--- config.mk ---
export PLATFORM = sky130hd
export DESIGN_NAME = pipeline_hazard_ctrl_flat
export DESIGN_NICKNAME = d
export VERILOG_FILES = /design/src/rtl/pipeline_hazard_ctrl_if.sv /design/src/rtl/pipeline_hazard_ctrl.sv /design/src/flat_wrapper.sv
export SDC_FILE = /design/constraint.sdc
export NUM_CORES = 1
export LEC_CHECK = 0
export CAP_MARGIN = 20
export CORE_UTILIZATION = 37
export DETAILED_ROUTE_END_ITERATION = 10
export PLACE_DENSITY_LB_ADDON = 0.12
export SYNTH_ARGS = -nofsm -noshare
export SYNTH_HDL_FRONTEND = slang
export SYNTH_SLANG_ARGS = --single-unit
--- constraint.sdc ---
create_clock -name i_clk -period 1.4 [get_ports i_clk]
set_input_delay 0.14 -clock i_clk [delete_from_list [all_inputs] [get_ports i_clk]]
set_output_delay 0.14 -clock i_clk [all_outputs]
set_load 0.01 [all_outputs]
--- src/rtl/pipeline_hazard_ctrl_if.sv ---
// Issue-side inputs and hazard/status outputs of pipeline_hazard_ctrl.
// The master modport is the decode/issue side; the slave modport is the controller.
interface pipeline_hazard_ctrl_if #(
    parameter int FWD_DEPTH = 2,
    parameter int REG_AW    = 5
);
    localparam int FS_W = $clog2(FWD_DEPTH + 1);

    logic              i_issue_valid;
    logic [REG_AW-1:0] i_issue_rs;
    logic [REG_AW-1:0] i_issue_rt;
    logic              i_use_rs;
    logic              i_use_rt;
    logic              i_wr_en;
    logic [REG_AW-1:0] i_wr_addr;
    logic              i_is_load;
    logic              i_flush;
    logic              i_mem_req;
    logic              i_mem_ready;
    logic [FS_W-1:0]   o_fwd_sel_a;
    logic [FS_W-1:0]   o_fwd_sel_b;
    logic              o_stall;
    logic              o_bubble;
    logic              o_mem_error;
    logic [31:0]       o_stall_cnt;

    modport master (
        output i_issue_valid, i_issue_rs, i_issue_rt, i_use_rs, i_use_rt,
               i_wr_en, i_wr_addr, i_is_load, i_flush, i_mem_req, i_mem_ready,
        input  o_fwd_sel_a, o_fwd_sel_b, o_stall, o_bubble, o_mem_error, o_stall_cnt
    );

    modport slave (
        input  i_issue_valid, i_issue_rs, i_issue_rt, i_use_rs, i_use_rt,
               i_wr_en, i_wr_addr, i_is_load, i_flush, i_mem_req, i_mem_ready,
        output o_fwd_sel_a, o_fwd_sel_b, o_stall, o_bubble, o_mem_error, o_stall_cnt
    );
endinterface

--- src/rtl/pipeline_hazard_ctrl.sv ---
// MIPS150 operand-forwarding, load-use interlock and memory-wait stall controller.
// Optional stall performance counter enabled by defining HAZARD_PERF_EN.
//
// state  | meaning
// S_IDLE | no memory wait in progress
// S_WAIT | memory access outstanding, pipe stalled, watchdog counting down
// S_ERR  | watchdog expired, stall released, mem_error latched
module pipeline_hazard_ctrl #(
    parameter int FWD_DEPTH   = 2,
    parameter int LOAD_LAT    = 1,
    parameter int REG_AW      = 5,
    parameter int MEM_TIMEOUT = 15
) (
    input  logic                 i_clk,
    input  logic                 i_reset,
    pipeline_hazard_ctrl_if.slave bus
);
    localparam int FS_W  = $clog2(FWD_DEPTH + 1);
    localparam int CNT_W = $clog2(MEM_TIMEOUT + 1);

    typedef enum logic [1:0] {S_IDLE, S_WAIT, S_ERR} state_t;

    state_t            r_state;
    logic [CNT_W-1:0]  r_wait_cnt;
    logic              r_mem_error;
    logic [FWD_DEPTH-1:0] r_valid;
    logic [FWD_DEPTH-1:0] r_load;
    logic [REG_AW-1:0] r_addr [FWD_DEPTH];

    logic [FS_W-1:0]   w_sel_a;
    logic [FS_W-1:0]   w_sel_b;
    logic              w_lu_a;
    logic              w_lu_b;
    logic              w_lu_stall;
    logic              w_mem_stall;

    // Scan oldest to youngest so the youngest match wins.
    always_comb begin
        w_sel_a = '0;
        w_sel_b = '0;
        w_lu_a  = 1'b0;
        w_lu_b  = 1'b0;
        for (int k = FWD_DEPTH - 1; k >= 0; k--) begin
            if (r_valid[k] && bus.i_use_rs && (bus.i_issue_rs != '0) &&
                (r_addr[k] == bus.i_issue_rs)) begin
                w_sel_a = FS_W'(k + 1);
                w_lu_a  = r_load[k] && (k < LOAD_LAT);
            end
            if (r_valid[k] && bus.i_use_rt && (bus.i_issue_rt != '0) &&
                (r_addr[k] == bus.i_issue_rt)) begin
                w_sel_b = FS_W'(k + 1);
                w_lu_b  = r_load[k] && (k < LOAD_LAT);
            end
        end
    end

    assign w_lu_stall  = w_lu_a | w_lu_b;
    assign w_mem_stall = ((r_state == S_IDLE) && bus.i_mem_req && !bus.i_mem_ready) ||
                         ((r_state == S_WAIT) && !bus.i_mem_ready);

    assign bus.o_fwd_sel_a = w_sel_a;
    assign bus.o_fwd_sel_b = w_sel_b;
    assign bus.o_stall     = w_mem_stall | w_lu_stall;
    assign bus.o_bubble    = w_lu_stall & ~w_mem_stall;
    assign bus.o_mem_error = r_mem_error;

    // Memory-wait watchdog is a down-counter holding the remaining wait cycles.
    always_ff @(posedge i_clk) begin
        if (i_reset) begin
            r_state     <= S_IDLE;
            r_wait_cnt  <= '0;
            r_mem_error <= 1'b0;
        end else begin
            case (r_state)
                S_IDLE: begin
                    if (bus.i_mem_req && !bus.i_mem_ready) begin
                        r_state    <= S_WAIT;
                        r_wait_cnt <= CNT_W'(MEM_TIMEOUT - 1);
                    end
                end
                S_WAIT: begin
                    if (bus.i_mem_ready) begin
                        r_state    <= S_IDLE;
                        r_wait_cnt <= '0;
                    end else if (r_wait_cnt <= CNT_W'(1)) begin
                        r_state     <= S_ERR;
                        r_wait_cnt  <= '0;
                        r_mem_error <= 1'b1;
                    end else begin
                        r_wait_cnt <= r_wait_cnt - CNT_W'(1);
                    end
                end
                S_ERR: begin
                    if (bus.i_mem_req && bus.i_mem_ready) begin
                        r_state <= S_IDLE;
                    end
                end
                default: r_state <= S_IDLE;
            endcase
        end
    end

    // A load-use bubble shifts in an empty slot; the held instruction enters later.
    always_ff @(posedge i_clk) begin
        if (i_reset) begin
            r_valid <= '0;
            r_load  <= '0;
            for (int k = 0; k < FWD_DEPTH; k++) begin
                r_addr[k] <= '0;
            end
        end else if (!w_mem_stall) begin
            for (int k = FWD_DEPTH - 1; k > 0; k--) begin
                r_valid[k] <= r_valid[k-1];
                r_load[k]  <= r_load[k-1];
                r_addr[k]  <= r_addr[k-1];
            end
            r_valid[0] <= !w_lu_stall && bus.i_issue_valid && bus.i_wr_en &&
                          !bus.i_flush && (bus.i_wr_addr != '0);
            r_load[0]  <= bus.i_is_load;
            r_addr[0]  <= bus.i_wr_addr;
        end
    end

`ifdef HAZARD_PERF_EN
    logic [31:0] r_stall_cnt;

    always_ff @(posedge i_clk) begin
        if (i_reset) begin
            r_stall_cnt <= '0;
        end else if (bus.o_stall) begin
            r_stall_cnt <= r_stall_cnt + 32'd1;
        end
    end

    assign bus.o_stall_cnt = r_stall_cnt;
`else
    assign bus.o_stall_cnt = 32'h0;
`endif
endmodule

--- src/flat_wrapper.sv ---
// flat-port wrapper written by rule: the top's interface ports become plain ports
module pipeline_hazard_ctrl_flat 
#(
    parameter int FWD_DEPTH   = 2,
    parameter int LOAD_LAT    = 1,
    parameter int REG_AW      = 5,
    parameter int MEM_TIMEOUT = 15
)
  (i_clk, i_reset, bus_i_issue_valid, bus_i_issue_rs, bus_i_issue_rt, bus_i_use_rs, bus_i_use_rt, bus_i_wr_en, bus_i_wr_addr, bus_i_is_load, bus_i_flush, bus_i_mem_req, bus_i_mem_ready, bus_o_fwd_sel_a, bus_o_fwd_sel_b, bus_o_stall, bus_o_bubble, bus_o_mem_error, bus_o_stall_cnt);
  pipeline_hazard_ctrl_if #(.FWD_DEPTH(FWD_DEPTH), .REG_AW(REG_AW)) bus_i ();
  input  logic i_clk;
  input  logic i_reset;
  input wire logic [$bits(bus_i.i_issue_valid)-1:0] bus_i_issue_valid;
  input wire logic [$bits(bus_i.i_issue_rs)-1:0] bus_i_issue_rs;
  input wire logic [$bits(bus_i.i_issue_rt)-1:0] bus_i_issue_rt;
  input wire logic [$bits(bus_i.i_use_rs)-1:0] bus_i_use_rs;
  input wire logic [$bits(bus_i.i_use_rt)-1:0] bus_i_use_rt;
  input wire logic [$bits(bus_i.i_wr_en)-1:0] bus_i_wr_en;
  input wire logic [$bits(bus_i.i_wr_addr)-1:0] bus_i_wr_addr;
  input wire logic [$bits(bus_i.i_is_load)-1:0] bus_i_is_load;
  input wire logic [$bits(bus_i.i_flush)-1:0] bus_i_flush;
  input wire logic [$bits(bus_i.i_mem_req)-1:0] bus_i_mem_req;
  input wire logic [$bits(bus_i.i_mem_ready)-1:0] bus_i_mem_ready;
  output wire logic [$bits(bus_i.o_fwd_sel_a)-1:0] bus_o_fwd_sel_a;
  output wire logic [$bits(bus_i.o_fwd_sel_b)-1:0] bus_o_fwd_sel_b;
  output wire logic [$bits(bus_i.o_stall)-1:0] bus_o_stall;
  output wire logic [$bits(bus_i.o_bubble)-1:0] bus_o_bubble;
  output wire logic [$bits(bus_i.o_mem_error)-1:0] bus_o_mem_error;
  output wire logic [$bits(bus_i.o_stall_cnt)-1:0] bus_o_stall_cnt;
  assign bus_i.i_issue_valid = bus_i_issue_valid;
  assign bus_i.i_issue_rs = bus_i_issue_rs;
  assign bus_i.i_issue_rt = bus_i_issue_rt;
  assign bus_i.i_use_rs = bus_i_use_rs;
  assign bus_i.i_use_rt = bus_i_use_rt;
  assign bus_i.i_wr_en = bus_i_wr_en;
  assign bus_i.i_wr_addr = bus_i_wr_addr;
  assign bus_i.i_is_load = bus_i_is_load;
  assign bus_i.i_flush = bus_i_flush;
  assign bus_i.i_mem_req = bus_i_mem_req;
  assign bus_i.i_mem_ready = bus_i_mem_ready;
  assign bus_o_fwd_sel_a = bus_i.o_fwd_sel_a;
  assign bus_o_fwd_sel_b = bus_i.o_fwd_sel_b;
  assign bus_o_stall = bus_i.o_stall;
  assign bus_o_bubble = bus_i.o_bubble;
  assign bus_o_mem_error = bus_i.o_mem_error;
  assign bus_o_stall_cnt = bus_i.o_stall_cnt;
  pipeline_hazard_ctrl #(.FWD_DEPTH(FWD_DEPTH), .LOAD_LAT(LOAD_LAT), .REG_AW(REG_AW), .MEM_TIMEOUT(MEM_TIMEOUT)) u_core (.i_clk(i_clk), .i_reset(i_reset), .bus(bus_i));
endmodule
=== Word level (Yosys, flattened, before mapping) ===
Memories as Yosys holds them, arrays and structs flattened.
Index checks and enable logic that the tools add are counted.

* Input port bits: 25
* Output and inout bits: 39
* Flip-flop bits (word level): 10
* Memory bits (writable): 10
* Logic and storage cells: 79
* Memories kept: 1

* Order comparisons: 1
* Bitwise operators: 7
* Reduce and logical (&&, ||, !) cells: 33
* Muxes and demuxes: 22
* $add $sub $neg: 1
* Eq/ne operators: 9

{| class="wikitable"
|+ Memories
! memory !! words !! bits a word !! read ports !! clocked after Yosys merged registers in !! wr ports !! line !! source
|-
| u_core.r_addr || 2 || 5 || 2 || 0 || 2 || pipeline_hazard_ctrl.sv:28 || <nowiki>logic [REG_AW-1:0] r_addr [FWD_DEPTH];</nowiki>
|}

{| class="wikitable"
|+ Operator list
! kind !! number
|-
| $logic_and 1x1->1 || 21
|-
| $eq 5x5->1 || 4
|-
| $mux 2 || 8
|-
| $reduce_bool 5->1 || 3
|-
| $mux 4 || 3
|-
| $mux 5 || 2
|-
| $pmux 4 s2 || 1
|-
| $mux 1 || 7
|-
| $pmux 2 s3 || 1
|-
| $reduce_and 3->1 || 2
|-
| $le 4x1->1 const B || 1
|-
| $or 1x1->1 || 4
|-
| $sub 4x1->4 const B || 1
|-
| $logic_not 1->1 || 3
|-
| $ne 3x3->1 const B || 1
|-
| $eq 2x1->1 const B || 1
|-
| $eq 2x2->1 const B || 1
|-
| $logic_not 2->1 || 1
|-
| $ne 2x1->1 const B || 1
|-
| $ne 2x2->1 const B || 1
|-
| $not 1->1 || 2
|-
| $reduce_and 2->1 || 1
|-
| $reduce_bool 2->1 || 1
|-
| $and 1x1->1 || 1
|-
| $logic_or 1x1->1 || 1
|}

=== Logic depth before layout (Yosys ltp) ===
* Word-level depth: 10
* Mapped depth: 7
* Mapped depth without buffers: 7

=== Worst setup path after synthesis ===
Ideal clock, no wire load.

* Kind: register -> output
* Start: memory u_core.r_addr[0][0]
* End: output port bus_o_bubble
* Path buffers: 0
* Cell stages (with the launch flop): 6
* Arrival: 1.416 ns
* Path slack: -0.156 ns
* Required time: 1.260 ns
* Path through: edfxtp_1 > xnor2_1 > nand4_1 > nor4_2 > o21ai_2 > nor2_1

{| class="wikitable"
|+ RTL lines
! what !! line !! source
|-
| start: declaration || pipeline_hazard_ctrl.sv:28 ||
|-
| end: declaration || flat_wrapper.sv:27 || <nowiki>output wire logic [$bits(bus_i.o_bubble)-1:0] bus_o_bubble;</nowiki>
|}

==> results.md <==
- Synth-to-layout area growth: 55.22%
- Total routed wirelength: about 3.4 mm
- Placement Cell Area: 1892 µm²
- # IOs: 64
- Slowest cell on the critical path: edfxtp_1
- Iter 0 DRT Violations: 20
- Max Slew Vio Count: 0
- Most frequent cells in the layout: buf_4 (35), conb_1 (32), clkdlybuf4s50_1 (15)
- Slowest stage delay, CP: 420 ps
- Vias in the first global route: 1,191
- Part of the power in registers: 45.2%
- CP required: 1260 ps
- Largest net degree at the start of global routing: 12
- Worst setup margin: -555.6 ps
- Cells after DPL: 260
- Worst-Skew Late Latency: roughly 250 ps
- WS Path Type: flop to output port
- Clk pwr share: 24.6%
- Reg clk slew, reported paths: 70 ps
- Pwr Total: between 1.5 and 2 mW
- Drt wl/cell: roughly 12 µm
- Hold Startpoint: u_core.bus.o_mem_error
- FMAX: 511.3 MHz
- Layout cells sized above 1: between 30 and 40%
- Fin Setup TNS: -3021 ps
- WHS Endpoint: u_core.bus.o_mem_error
- Tot GR Track Use: 16.55%
- Chip width: 63.57 µm
- I/O Buffers: 31
- Max FO, Critical Path: 3
- Chain of cells forming the critical path: buf_6, xnor2_2, nand4_1, nor4_4, o21ai_2, buf_4, nor2_4, buf_6
- Period minus WS final: 1956 ps
- Worst reg2reg path startpoint: u_core.r_addr[0][2]
- Total congestion overflow: 0
- First drt pass iteration count: 6
- Nets: between 200 and 300
- Mapped cell area: 1403 µm²
- Max cap viols: 0
- Commonest non-fill, non-tap cell in the layout: buf_4
- Site Rows: 22
- CTS Buffer Depth: 2
- Antenna Nets Post-Route: 0
- Place WS: -947.4 ps
- Pwr Density: 711.4 nW/µm²
- Layout Cells excl Fill: 276
- Endpoint class of the critical path: output port
- Violated checks: DRC, setup timing
- Initial Util: 38.31%
- Pleak: ~0.98 nW
- Drt drc: 1
- Core Region: 3661 µm²
- Peak VDD IR: 426.5 µV
- Mapped Cells: 155
- Final antenna diode count: 0
- Clk sink count: 20
- CTS tree: yes
- Sw Share: 28.79%
- GP Congestion: 0.8090
- Register area share after synthesis: 35.68%
- Vias per inst: between 4 and 5
- Crit path top cell by count: buf_6
- Hold Crit Depth: 2
- H-tree Lvls: 1
- Initial antenna violation count: 0
- Synth unique cells: 31
- Yosys warnings: 0
- CTS root buf: clkbuf_8
- Status: finished with violations
- Internal: about 1.1 mW
- Synth Register Bits: 20
- Path depth of the worst reg2reg path: 8
- Total CTS buffers: 3
- Syn Area/Cell: between 9 and 10 µm²
- Hold Path Class: flop to flop
- Logic gate share of total power: a little under a third
- CP arrival: 1820 ps
- Final setup viols: 9
- R2R setup slack: -310 ps
- Critical path startpoint category: flop
- First-pass GRT wire length: 5.278 mm
- Post-route cell area: 2177 µm²
- Worst Skew: 2.412 ps
- Die area: roughly 4000 µm²
- Period utilization: 139.7%
- Via count: 1,223
- Dpl hpwl: 2.396 mm
- RSZ-0062 raised after global routing: yes
- Reg-to-Reg End: u_core.r_valid[0]
- Switch Pwr: 445.9 µW
- Hold Vio Cnt, Final: 0
- Chip Height: 63.57 µm
## worst max-delay path by stage
stage / from / endpoint / slack (ps) / depth (start not counted)
after detailed placement: bus_i_issue_rs[0] / bus_o_stall / -950 / 7
after global placement: bus_i_issue_rs[0] / bus_o_stall / -920 / 7
final: u_core.r_addr[0][2] / bus_o_bubble / -560 / 8
after floorplan: bus_i_issue_rt[1] / bus_o_fwd_sel_b[1] / 10 / 4
after global routing: u_core.r_addr[0][2] / bus_o_bubble / -640 / 8
after CTS: u_core.r_addr[0][2] / bus_o_bubble / -650 / 8
## metrics by stage
stage / hold WS [ps] / util [%]
after floorplan: 283.9 / -
after global placement: 454.8 / 51.67
after detailed placement: 467.8 / 51.67
after CTS: 485.7 / 56.32
after global routing: 532.8 / 59.47
final: 482.0 / 59.47
## power groups by stage
stage | registers, mW | clock network, mW | logic [mW]
after floorplan | 0.703 | 0 | 0.265
after global placement | 0.707 | 0 | 0.384
after detailed placement | 0.710 | 0 | 0.393
after CTS | 0.697 | 0.395 | 0.425
after global routing | 0.704 | 0.414 | 0.508
final | 0.700 | 0.381 | 0.467
## area by class of cell
cell class / instances / area [µm²]
Tap cell: 48 / 60.06
Timing Repair Buffer: 72 / 634.4
Sequential cell: 20 / 509.2
Fill cell: 314 / 1484
Clock buffer: 4 / 45.04
Multi-Input combinational cell: 126 / 903.4
Inverter: 6 / 25.02
## layer usage
metal | global-route usage, % | share of wire, % | vias to the layer above
li1 | - | - | 603
met5 | 0 | 0 | -
met3 | 3.623 | 4.4 | 4
met1 | 19.89 | 42 | 562
met2 | 30.05 | 53 | 54
met4 | 2.841 | 0.80 | 0
## critical path, delay by kind of cell, from the launching register on
kind	cells	cell delay, ps
AO/OA/AOI/OAI	1	110
buffers and inverters	3	410
flip-flops	1	420
AND/OR/NAND/NOR	3	490
XOR/XNOR	1	140
## synthesized netlist by cell type (all sizes together)
library cell,n,area share [%]
a21oi,8,2.9
a31oi,1,0.45
and2,10,4.5
and3,1,0.45
buf,32,17
clkbuf,2,0.54
conb,1,0.27
dfxtp,10,14
edfxtp,10,21
ha,2,1.8
inv,6,1.6
mux2i,2,1.4
nand2,5,1.3
nand2b,3,1.3
nand3,2,0.71
nand4,2,0.89
nor2,13,3.5
nor3,9,3.6
nor4,4,2.7
nor4b,1,0.62
o21ai,4,2.2
o2bb2ai,1,0.62
o31a,1,0.62
or2,2,0.89
or4,3,1.9
xnor2,10,6.2
xor2,10,6.2
## registers in the layout, indices dropped and copies added, names as in the netlist
register / flops
u_core.r_load: 1
u_core.r_valid: 2
u_core.r_wait_cnt: 4
u_core.bus.o_mem_error: 1
u_core.r_addr: 10
u_core.r_state: 2
## cells by family after synthesis
| family | count (synthesis) | synth area share (%) |
|---|---|---|
| AO/OA/AOI/OAI | 15 | 6.780 |
| XOR/XNOR | 20 | 12.49 |
| adder cells (fa/ha/maj) | 2 | 1.784 |
| buffers and inverters | 40 | 19.27 |
| flip-flops | 20 | 35.68 |
| multiplexers | 2 | 1.427 |
| other | 1 | 0.2674 |
| AND/OR/NAND/NOR | 55 | 22.30 |
## repair_timing
| action | CTS | global route |
|---|---|---|
| hold buffers | 0 | 0 |
| buffers inserted | 9 | 4 |
| pin swaps | 11 | 14 |
| cloned | 1 | 0 |
| resized for setup | 50 | 26 |
| setup endpoints to repair | 19 | 23 |
No activity file was read; power rests on OpenSTA's default activity.
